[src/rtl/registro_universal.sv]
// registro_universal: universal shift/rotate/Johnson register with a serialisation step counter
module registro_universal #(
    parameter int WIDTH = 8
) (
    input  logic                     clk,
    input  logic                     rst,
    input  logic                     enable,
    input  logic [2:0]               mode,
    input  logic [WIDTH-1:0]         d,
    input  logic                     sin_r,
    input  logic                     sin_l,
    output logic [WIDTH-1:0]         q,
    output logic                     sout_r,
    output logic                     sout_l,
    output logic [$clog2(WIDTH)-1:0] cnt,
    output logic                     done
);
    localparam int CW = $clog2(WIDTH);
    localparam logic [CW-1:0] LAST = CW'(WIDTH - 1);
    localparam logic [CW-1:0] ONE = CW'(1);
    logic [WIDTH-1:0] r_q;
    logic [WIDTH-1:0] w_q_next;
    logic [CW-1:0]    r_cnt;
    logic             r_done;
    logic             w_shift;
    logic             w_restart;
    // next word and step classification for the selected mode
    always_comb begin
        w_q_next  = r_q;
        w_shift   = 1'b0;
        w_restart = 1'b0;
        case (mode)
            3'b001: begin w_q_next = {sin_r, r_q[WIDTH-1:1]};  w_shift = 1'b1; end
            3'b010: begin w_q_next = {r_q[WIDTH-2:0], sin_l};  w_shift = 1'b1; end
            3'b011: begin w_q_next = d;                        w_restart = 1'b1; end
            3'b100: begin w_q_next = {r_q[0], r_q[WIDTH-1:1]}; w_shift = 1'b1; end
            3'b101: begin w_q_next = {r_q[WIDTH-2:0], r_q[WIDTH-1]}; w_shift = 1'b1; end
            3'b110: begin w_q_next = {~r_q[0], r_q[WIDTH-1:1]}; w_shift = 1'b1; end
            3'b111: begin w_q_next = '0;                       w_restart = 1'b1; end
            default: w_q_next = r_q;
        endcase
    end
    // register word, step counter and one-cycle wrap pulse
    always_ff @(posedge clk) begin
        if (rst) begin
            r_q    <= '0;
            r_cnt  <= '0;
            r_done <= 1'b0;
        end else if (enable) begin
            r_q    <= w_q_next;
            r_done <= w_shift && (r_cnt == LAST);
            if (w_shift)
                r_cnt <= (r_cnt == LAST) ? '0 : r_cnt + ONE;
            else if (w_restart)
                r_cnt <= '0;
        end else begin
            r_done <= 1'b0;
        end
    end
    assign q      = r_q;
    assign sout_r = r_q[0];
    assign sout_l = r_q[WIDTH-1];
    assign cnt    = r_cnt;
    assign done   = r_done;
endmodule

[config.mk]
export PLATFORM = sky130hd
export DESIGN_NAME = registro_universal
export DESIGN_NICKNAME = d
export VERILOG_FILES = /design/src/rtl/registro_universal.sv
export SDC_FILE = /design/constraint.sdc
export NUM_CORES = 1
export LEC_CHECK = 0
export CAP_MARGIN = 5
export CORE_MARGIN = 2
export CORE_UTILIZATION = 44
export CTS_BUF_LIST = sky130_fd_sc_hd__clkbuf_8
export DETAILED_ROUTE_END_ITERATION = 12
export PLACE_DENSITY_LB_ADDON = 0.08
export SLEW_MARGIN = 20
export SYNTH_ARGS = -nofsm -noshare
export SYNTH_HDL_FRONTEND = slang
export SYNTH_SLANG_ARGS = --single-unit
[constraint.sdc]
create_clock -name clk -period 1.8 [get_ports clk]
set_clock_uncertainty 0.2 [all_clocks]
set_input_delay 0.27 -clock clk [delete_from_list [all_inputs] [get_ports clk]]
set_output_delay 0.27 -clock clk [all_outputs]
set_load 0.02 [all_outputs]
After elaboration in Yosys (flattened, before gate mapping)
Cells that the tools add are included.
{"block": "totals", "in_bits": 16, "reg_bits": 12, "elab_cells": 28, "out_inout_bits": 14}
{"block": "op_classes", "muxes": 6, "add_sub_neg": 1, "bitwise": 2, "eq_ne": 8, "n_reduce_logical": 8}
{"op": "one-hot mux 8 bit (7 select lines)", "n": 1}
{"op": "== test 3 bit (second input constant)", "n": 5}
{"op": "2-to-1 mux 3 bit", "n": 3}
{"op": "nonzero test 7 bit", "n": 1}
{"op": "== test 3 x 2 -> 1 bit (second input constant)", "n": 2}
{"op": "OR reduction 5 bit", "n": 1}
{"op": "AND reduction 2 bit", "n": 2}
{"op": "OR reduction 2 bit", "n": 2}
{"op": "adder 3 x 1 -> 3 bit (second input constant)", "n": 1}
{"op": "== test 3 x 1 -> 1 bit (second input constant)", "n": 1}
{"op": "2-to-1 mux 1 bit", "n": 2}
{"op": "inverter 1 bit", "n": 2}
{"op": "nonzero test 2 bit", "n": 1}
{"op": "logical AND 1 bit", "n": 1}

Logic depth before layout (Yosys ltp)
{"block": "depth", "word_depth": 5, "depth_mapped": 6, "depth_no_buf": 4}

Least setup slack after synthesis
OpenSTA, ideal clock, no wires.
{"block": "synth_timing", "path_type": "reg-to-reg", "start": "register r_cnt[0] (netlist: cnt[0])", "end": "register r_cnt[0] (netlist: cnt[0])", "path_buffers": 0, "required_time_ns": 1.529, "slack_ns": 0.313, "setup_time_ns": 0.071, "path_stages_with_launch": 5, "arrival_time_ns": 1.217, "period_less_slack_ns": 1.487, "path_cell_list": "dfxtp_1 > ha_1 > ha_1 > or3_1 > a21oi_1"}
{"block": "synth_via", "elab_chain_cells": 3, "word_cells_on_any_way": 4, "cone_classes": "add/sub: 1; eq/ne: 1; mux: 2"}
{"item": "from (decl)", "line_no": "23", "source": "logic [CW-1:0] r_cnt;"}
{"item": "from (signal assigned)", "line_no": "53", "source": "r_cnt <= (r_cnt == LAST) ? '0 : r_cnt + ONE;"}
{"item": "adder 3 x 1 -> 3 bit / == test 3 bit (equally long branches)", "line_no": "53"}
{"item": "2-to-1 mux 3 bit (*)", "line_no": "53"}
{"item": "2-to-1 mux 3 bit (*)", "line_no": "52", "source": "if (w_shift)"}
Mark *: on every way between the ends. The rest lies on a longest branch, timed or not.
A chain may end at the register's enable or synchronous reset.

Final worst setup path
{"block": "layout_timing", "start": "register r_q[6] (netlist: q[6])", "end": "output q[6]"}
{"item": "from (decl)", "line_no": "21", "source": "logic [WIDTH-1:0] r_q;"}
{"item": "from (signal assigned)", "line_no": "50", "source": "r_q <= w_q_next;"}
{"item": "to (decl)", "line_no": "12", "source": "output logic [WIDTH-1:0] q,"}
No word-level cell between the ends.

==> results.py <==
metrics = {
    "outcome": {
        "status": "finished, final reports clean",
    },
    "floorplanning": {
        "coreArea_um2": 1560,
        "io_pins": 30,
        "initial_core_util_pct": 48.2,
        "die_y_um": 45.3,
        "die_w_um": 45.3,
        "rows": 14,
        "die_area_um2": 2060,
    },
    "logic_synthesis": {
        "syn_area_per_cell_um2": 8.36,
        "async_flop_share_pct": 0,
        "syn_inst": 90,
        "ys_types": 29,
        "synth_enable_flop_cells": 0,
        "syn_nets": 108,
        "synth_flop_cell": "dfxtp_1",
        "yosysSeqAreaShare_pct": 31.9,
        "ys_warn_count": 0,
        "ys_ff_latch": 12,
        "syn-cell-area_um2": 752,
    },
    "cts": {
        "cts.sink_count": 12,
        "cts_root_buf": "clkbuf_8",
        "h-tree-depth": 1,
        "cts_made_buffers": 3,
        "cts_max_path_buffers": 2,
        "post_cts_buffers": 0,
        "cts_tree": "done",
        "clk_latency_ns": 0.24,
        "clk_pin_slew_ns": 0.06,
    },
    "grt": {
        "grt_pass1_wl_um": 3350,
        "first_global_vias": 739,
        "antenna_found_initial": 0,
        "grt_overflow": 0,
        "grt.total_usage_pct": 22.7,
        "grt_max_degree": 13,
    },
    "setup_path": {
        "path_class": "flip-flop to output port",
        "max_stage_delay_ns": 0.63,
        "crit_family": "buffers and inverters",
        "critPathRequiredTime_ns": 1.33,
        "path_buf_inv": 1,
        "cp_slowest_cell": "clkdlybuf4s50_1",
        "crit_fanout": 4,
        "cp-end-kind": "output port",
        "r2r_cells": 4,
        "crit_cells": 1,
        "cp_cell_sequence": "clkdlybuf4s50_1",
        "arrival_ns": 1.28,
        "cp-start-kind": "flip-flop",
    },
    "drt": {
        "dr.first_iter.drc_count": 19,
        "drcViolationCount": 0,
        "drt-wirelength-per-cell_um": 13.6,
        "vias": 818,
        "via_per_inst": 5.72,
        "drt_first_pass_iters": 4,
        "ant_nets": 0,
        "totalWireLength_um": 1950,
    },
    "sta": {
        "fmax_ghz": 0.571,
        "holdWs_ns": 0.279,
        "setup_viol": 0,
        "hold_violations": 0,
        "fin_crit_sh_pct": 97.3,
        "drv_slew": 0,
        "fin_setup_tns_ns": 0,
        "worst_slew_pin_slew_ns": 0.452,
        "grt_setup_unrepaired": "true",
        "layout_min_cycle_time_ns": 1.75,
        "maxSlewHeadroom_pct": 69.8,
    },
    "cells_and_area": {
        "final_cells": 143,
        "syn_to_final_growth_pct": 54.6,
        "diodes": 0,
        "layout-drive-gt1-share_pct": 16.5,
        "nNetsFinal": 146,
    },
    "power_and_ir_drop": {
        "power.total_uw": 815,
        "ir_drop_uv": 777,
        "leakagePower_uw": 0.000493,
        "p_per_area_nw_per_um2": 701,
    },
    "place": {
        "dp_hpwl_um": 1480,
        "dp.cells": 139,
        "portBuffers": 29,
        "gp_congestion": 0.894,
    },
    "min_path": {
        "hp-class": "flip-flop to flip-flop",
        "hold_depth": 2,
    },
    "job": {
        "maxCapViolations": 0,
    },
}
## cell usage after synthesis (2+ instances only)
cell	instances	area, um^2
a21oi_1	4	20.0
ha_1	2	25.0
nand3_1	3	15.0
nor2_1	7	26.3
nand2b_1	2	12.5
nand2_1	13	48.8
dfxtp_1	12	240
buf_2	2	10.0
o21ai_2	2	17.5
buf_4	4	30.0
buf_6	2	22.5
a221oi_1	6	52.6
inv_1	2	7.51
a311oi_1	3	26.3
nor3b_1	2	15.0
a211oi_1	6	45.0
a21o_1	6	45.0
## worst paths after layout
kind           from      to  slack, ns
min reg2reg  cnt[2]  cnt[2]       0.28
max reg2reg  cnt[0]  cnt[0]       0.35
max            q[6]    q[6]       0.05
min          cnt[2]  cnt[2]       0.28
## state kept, by name, summed over array words and instances (netlist names)
name  flops
cnt       3
done      1
q         8
## logic make-up after synthesis
family,after synthesis,share of synthesized area (%)
compound gates,31,32.3
flops,12,31.9
mux,1,1.50
simple gates,33,21.1
buf+inv,11,9.82
fa+ha+maj,2,3.33
## through the flow
| step | util, % | setup WS, ns | cell area, um^2 |
|---|---|---|---|
| after floorplan | - | 0.313 | 752 |
| after detailed placement | 70.1 | -0.276 | 1090 |
| after global placement | 70.1 | -0.221 | 1090 |
| after global routing | 74.6 | -0.00626 | 1160 |
| after CTS | 73.6 | 0.0174 | 1150 |
| final | 74.6 | 0.0490 | 1160 |
## repair_timing
action,in CTS,in global routing
hold endpoints to repair,0,0
setup endpoints to repair,3,7
hold buffers,0,0
gates resized for setup,1,4
## routing by layer
| metal | GRT usage [%] | vias to the layer above | wire length [um] |
|---|---|---|---|
| met5 | 0 | - | 0 |
| met4 | 8.82 | 0 | 9 |
| met3 | 5.20 | 2 | 112 |
| met2 | 34.3 | 28 | 913 |
| met1 | 31.3 | 381 | 908 |
| li1 | - | 407 | - |
## placed cells by master (no fill, tap or decap), drive strengths merged, types with 2 or more instances in the layout
master | synthesis | layout
a221oi | 6 | 6
a311oi | 3 | 3
nand3 | 3 | 3
clkdlybuf4s50 | 0 | 25
ha | 2 | 2
inv | 2 | 2
nand2b | 2 | 2
clkbuf | 1 | 4
nor3b | 2 | 2
a21o | 6 | 6
buf | 8 | 13
a21oi | 4 | 4
a211oi | 6 | 6
nand2 | 13 | 13
dfxtp | 12 | 12
dlymetal6s2s | 0 | 3
o21ai | 4 | 4
nor2 | 7 | 7
## layout make-up
class                           count  area, um^2
Clock buffer                        4        55.1
Sequential cell                    12         240
Timing Repair Buffer               42         394
Fill cell                         125         397
Tap cell                           16        20.0
Multi-Input combinational cell     67         445
Inverter                            2        7.51
## power breakdown
group / internal, uW / switching (uW) / leakage, uW / total, uW
registers: 282 / 19.0 / 0.0000986 / 301
logic: 115 / 99.4 / 0.000365 / 214
clock network: 194 / 106 / 0.0000288 / 299
total: 590 / 224 / 0.000493 / 815
Note: power is estimated with default switching activity, not from simulation.
